<file path="src/rtl/stochastic_stream_decoder.sv">
// Counts the ones in each BIT_LENGTH-bit window of a stochastic bitstream and reports the decoded value.
// Define STOCH_DECODER_BIPOLAR_EN for bipolar decoding (2*ones - BIT_LENGTH); otherwise value is unipolar.
module stochastic_stream_decoder #(
    parameter int BIT_LENGTH = 128,
    parameter int CNT_W      = $clog2(BIT_LENGTH + 1),
    parameter int SIDX_W     = 16
) (
    input  logic              clk,
    input  logic              rst,
    input  logic              start,
    input  logic              bit_in,
    input  logic              bit_valid,
    output logic              busy,
    output logic              done,
    output logic [CNT_W-1:0]  ones_count,
    output logic [CNT_W:0]    value,
    output logic [SIDX_W-1:0] stream_idx
);

    typedef enum logic [1:0] {IDLE, ACCUM, DONE} state_t;

    localparam logic [CNT_W-1:0] LAST_IDX = CNT_W'(BIT_LENGTH - 1);
`ifdef STOCH_DECODER_BIPOLAR_EN
    localparam logic [CNT_W:0] BL_EXT = (CNT_W + 1)'(BIT_LENGTH);
`endif

    state_t              state_q;
    logic [CNT_W-1:0]    bit_cnt_q;
    logic [CNT_W-1:0]    ones_acc_q;
    logic                busy_q;
    logic                done_q;
    logic [CNT_W-1:0]    ones_count_q;
    logic [CNT_W:0]      value_q;
    logic [SIDX_W-1:0]   stream_idx_q;

    logic [CNT_W-1:0]    ones_total_d;
    logic [CNT_W:0]      value_d;

    // Totals including the current bit; only committed on the window's final bit.
    always_comb begin
        ones_total_d = ones_acc_q + CNT_W'(bit_in);
`ifdef STOCH_DECODER_BIPOLAR_EN
        // 2*ones never exceeds 2*BIT_LENGTH < 2^(CNT_W+1), so the subtraction wraps into a valid two's complement result.
        value_d = {ones_total_d, 1'b0} - BL_EXT;
`else
        value_d = {1'b0, ones_total_d};
`endif
    end

    // NOTE: sequential state uses non-blocking assignments so every register samples pre-edge values.
    always_ff @(posedge clk) begin
        if (rst) begin
            state_q      <= IDLE;
            bit_cnt_q    <= '0;
            ones_acc_q   <= '0;
            busy_q       <= 1'b0;
            done_q       <= 1'b0;
            ones_count_q <= '0;
            value_q      <= '0;
            stream_idx_q <= '0;
        end else begin
            case (state_q)
                IDLE: begin
                    if (start) begin
                        bit_cnt_q  <= '0;
                        ones_acc_q <= '0;
                        busy_q     <= 1'b1;
                        state_q    <= ACCUM;
                    end
                end
                ACCUM: begin
                    if (start) begin
                        bit_cnt_q  <= '0;
                        ones_acc_q <= '0;
                    end else if (bit_valid) begin
                        if (bit_cnt_q == LAST_IDX) begin
                            ones_count_q <= ones_total_d;
                            value_q      <= value_d;
                            stream_idx_q <= stream_idx_q + SIDX_W'(1);
                            busy_q       <= 1'b0;
                            done_q       <= 1'b1;
                            state_q      <= DONE;
                        end else begin
                            bit_cnt_q  <= bit_cnt_q + CNT_W'(1);
                            ones_acc_q <= ones_total_d;
                        end
                    end
                end
                DONE: begin
                    done_q <= 1'b0;
                    if (start) begin
                        bit_cnt_q  <= '0;
                        ones_acc_q <= '0;
                        busy_q     <= 1'b1;
                        state_q    <= ACCUM;
                    end else begin
                        state_q <= IDLE;
                    end
                end
                default: begin
                    busy_q  <= 1'b0;
                    done_q  <= 1'b0;
                    state_q <= IDLE;
                end
            endcase
        end
    end

    assign busy       = busy_q;
    assign done       = done_q;
    assign ones_count = ones_count_q;
    assign value      = value_q;
    assign stream_idx = stream_idx_q;

endmodule

</file>
<file path="config.mk">
export PLATFORM = sky130hd
export DESIGN_NAME = stochastic_stream_decoder
export DESIGN_NICKNAME = d
export VERILOG_FILES = /design/src/rtl/stochastic_stream_decoder.sv
export SDC_FILE = /design/constraint.sdc
export NUM_CORES = 1
export LEC_CHECK = 0
export CAP_MARGIN = 20
export CORE_AREA = 2 2 72 74
export CTS_CLUSTER_DIAMETER = 150
export DETAILED_ROUTE_END_ITERATION = 16
export DIE_AREA = 0 0 74 76
export GPL_ROUTABILITY_DRIVEN = 0
export PLACE_DENSITY = 0.8
export SETUP_SLACK_MARGIN = 0.05
export SYNTH_ARGS = -nofsm -noshare
export SYNTH_HDL_FRONTEND = slang
export SYNTH_SLANG_ARGS = --single-unit
</file>
<file path="constraint.sdc">
create_clock -name clk -period 2.1 [get_ports clk]
set_input_delay 0.42 -clock clk [delete_from_list [all_inputs] [get_ports clk]]
set_output_delay 0.42 -clock clk [all_outputs]
set_load 0.03 [all_outputs]
</file>
==> impl_metrics.prom <==
# TYPE chip_impl_metric gauge
chip_impl_info{name="setup.worst_path.end",value="stream_idx[15]$_SDFFE_PP0P_"} 1
chip_impl_metric{name="worst_r2r_path_depth",unit=""} 5
chip_impl_info{name="synth.largest_area_cell",value="sky130_fd_sc_hd__dfxtp_1"} 1
chip_impl_metric{name="seq_cell_area",unit="µm²"} 881
chip_impl_metric{name="final_cells",unit=""} 379
chip_impl_metric{name="design.core.area",unit="mm²"} 0.00491
chip_impl_info{name="worst_hold_path_type",value="flop to flop"} 1
chip_impl_metric{name="p_seq_share",unit="%"} 53.1
chip_impl_metric{name="placement.io_buffers",unit=""} 38
chip_impl_info{name="most_frequent_cells_after_synthesis",value="sky130_fd_sc_hd__dfxtp_1 (44), sky130_fd_sc_hd__nand2_1 (28), sky130_fd_sc_hd__a21oi_1 (27)"} 1
chip_impl_metric{name="grt_pass1_wl",unit="µm"} 8820
chip_impl_metric{name="n_antenna_cell",unit=""} 0
chip_impl_metric{name="layout.core_utilization",unit="%"} 59.2
chip_impl_info{name="result_of_the_run",value="complete, no violations"} 1
chip_impl_info{name="timing.setup.critical_path_class",value="flop to flop"} 1
chip_impl_metric{name="vdd_drop_max",unit="µV"} 412
chip_impl_metric{name="max_cap_violations",unit=""} 0
chip_impl_metric{name="syn2layout_area_growth",unit="%"} 32.6
chip_impl_metric{name="cts_sinks",unit=""} 44
chip_impl_metric{name="dieArea",unit="mm²"} 0.00562
chip_impl_metric{name="n_fill_cell",unit=""} 411
chip_impl_metric{name="floorplan.die.width",unit="µm"} 74
chip_impl_info{name="ys_dominant_reg_cell",value="sky130_fd_sc_hd__dfxtp_1"} 1
chip_impl_metric{name="synthDominantCellAreaShare",unit="%"} 40.2
chip_impl_metric{name="multi_input_comb_area",unit="mm²"} 0.00123
chip_impl_metric{name="final_cell_area",unit="mm²"} 0.00291
chip_impl_metric{name="dpl_worst_slack",unit="ns"} -0.350
chip_impl_info{name="tritoncts",value="done"} 1
chip_impl_metric{name="grt_overflow",unit=""} 0
chip_impl_metric{name="largest_net_degree_at_the_start_of_global_routing",unit=""} 31
chip_impl_metric{name="finalClockSkew",unit="ns"} 0.00824
chip_impl_info{name="setup.worst_path.start",value="bit_cnt_q[0]$_SDFFE_PP0P_"} 1
chip_impl_metric{name="antenna_violations_before_repair",unit=""} 0
chip_impl_metric{name="via_count_of_the_first_global_routing_pass",unit=""} 2037
chip_impl_metric{name="use_met2",unit="%"} 31.9
chip_impl_metric{name="dp_cells",unit=""} 366
chip_impl_metric{name="met1_usage",unit="%"} 24.3
chip_impl_metric{name="drive_above_1_share",unit="%"} 16.8
chip_impl_metric{name="cts-root-to-sink-buffers",unit=""} 2
chip_impl_metric{name="use_met3",unit="%"} 4.76
chip_impl_metric{name="total_global_route_track_usage",unit="%"} 19.6
chip_impl_metric{name="io_pins",unit=""} 40
chip_impl_metric{name="wl_per_cell",unit="µm"} 14.0
chip_impl_metric{name="critPathMaxFanout",unit=""} 6
chip_impl_info{name="crit_path_start_kind",value="flop"} 1
chip_impl_metric{name="internal-power",unit="mW"} 1.23
chip_impl_metric{name="fmax",unit="GHz"} 0.507
chip_impl_metric{name="fin_nets",unit=""} 317
chip_impl_metric{name="synth-seq-area-share",unit="%"} 40.2
chip_impl_metric{name="clk_pin_slew",unit="ns"} 0.09
chip_impl_metric{name="power_frac_comb",unit="%"} 5.9
chip_impl_metric{name="syn-num-nets",unit=""} 269
chip_impl_metric{name="post_dp_cell_area",unit="mm²"} 0.00270
chip_impl_metric{name="worst-endpoint-required",unit="ns"} 2.34
chip_impl_metric{name="cts-buffers-inserted",unit=""} 5
chip_impl_metric{name="vias",unit=""} 2149
chip_impl_metric{name="postSynthAreaPerCell",unit="µm²"} 8.44
chip_impl_info{name="setup_repair_after_global_routing_missed_its_margin",value="false"} 1
chip_impl_metric{name="timing.setup.tns",unit="ns"} 0
chip_impl_metric{name="switching_power",unit="mW"} 0.353
chip_impl_info{name="cts-root-buf",value="sky130_fd_sc_hd__clkbuf_8"} 1
chip_impl_info{name="end_kind",value="flop"} 1
chip_impl_metric{name="power.density",unit="mW/mm²"} 545
chip_impl_metric{name="netlist_area",unit="mm²"} 0.00219
chip_impl_metric{name="hpwl",unit="µm"} 3590
chip_impl_metric{name="ys_types",unit=""} 42
chip_impl_metric{name="ys.warnings.count",unit=""} 0
chip_impl_metric{name="dr.pass1.iters",unit=""} 4
chip_impl_info{name="synth.area.top_cells",value="sky130_fd_sc_hd__dfxtp_1 (40%), sky130_fd_sc_hd__a21oi_1 (6.2%), sky130_fd_sc_hd__nand2_1 (4.8%)"} 1
chip_impl_metric{name="fin_ws",unit="ns"} 0.129
chip_impl_info{name="timing.rr.end",value="stream_idx[15]$_SDFFE_PP0P_"} 1
chip_impl_metric{name="fp.dieH",unit="µm"} 76
chip_impl_metric{name="clk-insertion-delay-late",unit="ns"} 0.31
chip_impl_metric{name="synth_seq_cells",unit=""} 44
chip_impl_metric{name="min_period_over_period",unit="%"} 93.9
chip_impl_metric{name="post_synth_edffs",unit=""} 0
chip_impl_metric{name="pwr-share-clk",unit="%"} 41.0
chip_impl_info{name="global_route.peak_usage_layer",value="met2"} 1
chip_impl_metric{name="vias_per_cell",unit=""} 5.67
chip_impl_metric{name="route.antenna.remaining_nets",unit=""} 0
chip_impl_metric{name="timing.final.crit_period",unit="ns"} 1.97
chip_impl_metric{name="cts_htree_levels",unit=""} 2
chip_impl_metric{name="slack_of_the_worst_reg_to_reg_path",unit="ns"} 0.13
chip_impl_metric{name="initial_core_util",unit="%"} 44.7
chip_impl_metric{name="power_leakage",unit="nW"} 0.943
chip_impl_metric{name="swShare",unit="%"} 22.3
chip_impl_metric{name="ys_async_sr_fraction",unit="%"} 0
chip_impl_info{name="synth_most_common_cell",value="sky130_fd_sc_hd__dfxtp_1"} 1
chip_impl_metric{name="cp.arrival",unit="ns"} 2.22
chip_impl_metric{name="hold_viol",unit=""} 0
chip_impl_info{name="worst_r2r_startpoint",value="bit_cnt_q[0]$_SDFFE_PP0P_"} 1
chip_impl_metric{name="final-max-slew-violation-count",unit=""} 0
chip_impl_metric{name="setup_viol_count_final",unit=""} 0
chip_impl_metric{name="routed_wl",unit="µm"} 5320
chip_impl_metric{name="initialDrtViolationCount",unit=""} 172
chip_impl_metric{name="syn_inst",unit=""} 260
chip_impl_metric{name="core.rowCount",unit=""} 26
chip_impl_metric{name="post-route-drc-count",unit=""} 0
metal layers:
layer | vias up | wire (µm) | share of wire, %
met5 | - | 0 | 0
met4 | 0 | 89 | 1.7
met3 | 12 | 287 | 5.4
met2 | 71 | 2650 | 50
met1 | 1012 | 2300 | 43
li1 | 1054 | - | -
kinds of logic after synthesis:
family	after synthesis	synth area share [%]
flip-flops	44	40.2
other	1	0.171
AND/OR/NAND/NOR	100	26.1
AO/OA/AOI/OAI	75	21.6
XOR/XNOR	7	2.80
adder cells (fa/ha/maj)	4	2.28
buffers and inverters	29	6.96
state kept, by name, indices dropped and copies added (netlist names):
| name | cells |
|---|---|
| busy | 1 |
| bit_cnt_q | 8 |
| ones_acc_q | 8 |
| state_q | 2 |
| value | 8 |
| stream_idx | 16 |
| done | 1 |
metrics by stage:
step / total power [mW] / hold slack [ns]
after floorplan: 0.911 / 0.436
after global placement: 0.951 / 0.443
after detailed placement: 0.952 / 0.464
after CTS: 1.58 / 0.475
after global routing: 1.62 / 0.497
final: 1.58 / 0.473
worst min path at each step:
stage / startpoint / slack (ns) / depth (start not counted) / to
6_report: ones_acc_q[0]$_SDFFE_PP0P_ / 0.47 / 2 / ones_acc_q[0]$_SDFFE_PP0P_
5_1_grt: value[0]$_SDFFE_PP0P_ / 0.50 / 2 / value[0]$_SDFFE_PP0P_
4_1_cts: ones_acc_q[0]$_SDFFE_PP0P_ / 0.47 / 2 / ones_acc_q[0]$_SDFFE_PP0P_
3_5_place_dp: ones_acc_q[0]$_SDFFE_PP0P_ / 0.46 / 2 / ones_acc_q[0]$_SDFFE_PP0P_
3_3_place_gp: ones_acc_q[0]$_SDFFE_PP0P_ / 0.44 / 2 / ones_acc_q[0]$_SDFFE_PP0P_
2_1_floorplan: ones_acc_q[0]$_SDFFE_PP0P_ / 0.44 / 2 / ones_acc_q[0]$_SDFFE_PP0P_
timing repair:
item                                    in CTS  in global routing
endpoints found under the hold margin        0                  0
endpoints found under the setup margin      13                 11
buffers inserted                             3                  1
gates resized for setup                      3                 13
pin swaps                                    3                  6
cloned                                       1                  0
hold buffers                                 0                  0
critical path, cell delays in order (launching register included):
cell,delay [ns]
sky130_fd_sc_hd__dfxtp_1,0.38
sky130_fd_sc_hd__ha_4,0.17
sky130_fd_sc_hd__nand3_2,0.13
sky130_fd_sc_hd__or4_4,0.57
sky130_fd_sc_hd__or4_1,0.51
sky130_fd_sc_hd__a21oi_1,0.14
power groups by stage:
stage	combinational (mW)	sequential, mW	clock, mW
3_3_place_gp	0.0907	0.860	0
4_1_cts	0.0927	0.840	0.646
6_report	0.0939	0.840	0.649
2_1_floorplan	0.0479	0.863	0
5_1_grt	0.103	0.841	0.680
3_5_place_dp	0.0923	0.860	0
final cells by class:
type                       count  area share [%]
clock buffer                   6            2.50
clock inverter                 2            1.20
inverter                       7           0.904
multi-input combinational    188            42.3
sequential                    44            30.3
tap                           70            3.01
timing repair buffer          62            19.8
cells in the final DEF (no fill, tap or decap), types with 4 or more instances in the layout:
master / count
sky130_fd_sc_hd__inv_1: 7
sky130_fd_sc_hd__or4_1: 8
sky130_fd_sc_hd__nand3_1: 13
sky130_fd_sc_hd__buf_4: 23
sky130_fd_sc_hd__o31ai_1: 13
sky130_fd_sc_hd__clkbuf_8: 5
sky130_fd_sc_hd__a211oi_1: 6
sky130_fd_sc_hd__o211ai_1: 6
sky130_fd_sc_hd__nand4_1: 4
sky130_fd_sc_hd__xor2_1: 4
sky130_fd_sc_hd__or4_4: 8
sky130_fd_sc_hd__dfxtp_1: 44
sky130_fd_sc_hd__nor2_1: 13
sky130_fd_sc_hd__a21oi_1: 23
sky130_fd_sc_hd__or3_1: 4
sky130_fd_sc_hd__nand2_1: 28
sky130_fd_sc_hd__o21ai_0: 7
sky130_fd_sc_hd__a21oi_2: 4
sky130_fd_sc_hd__and3_1: 6
sky130_fd_sc_hd__clkdlybuf4s50_1: 36
Power figures use the tool's default switching activity.
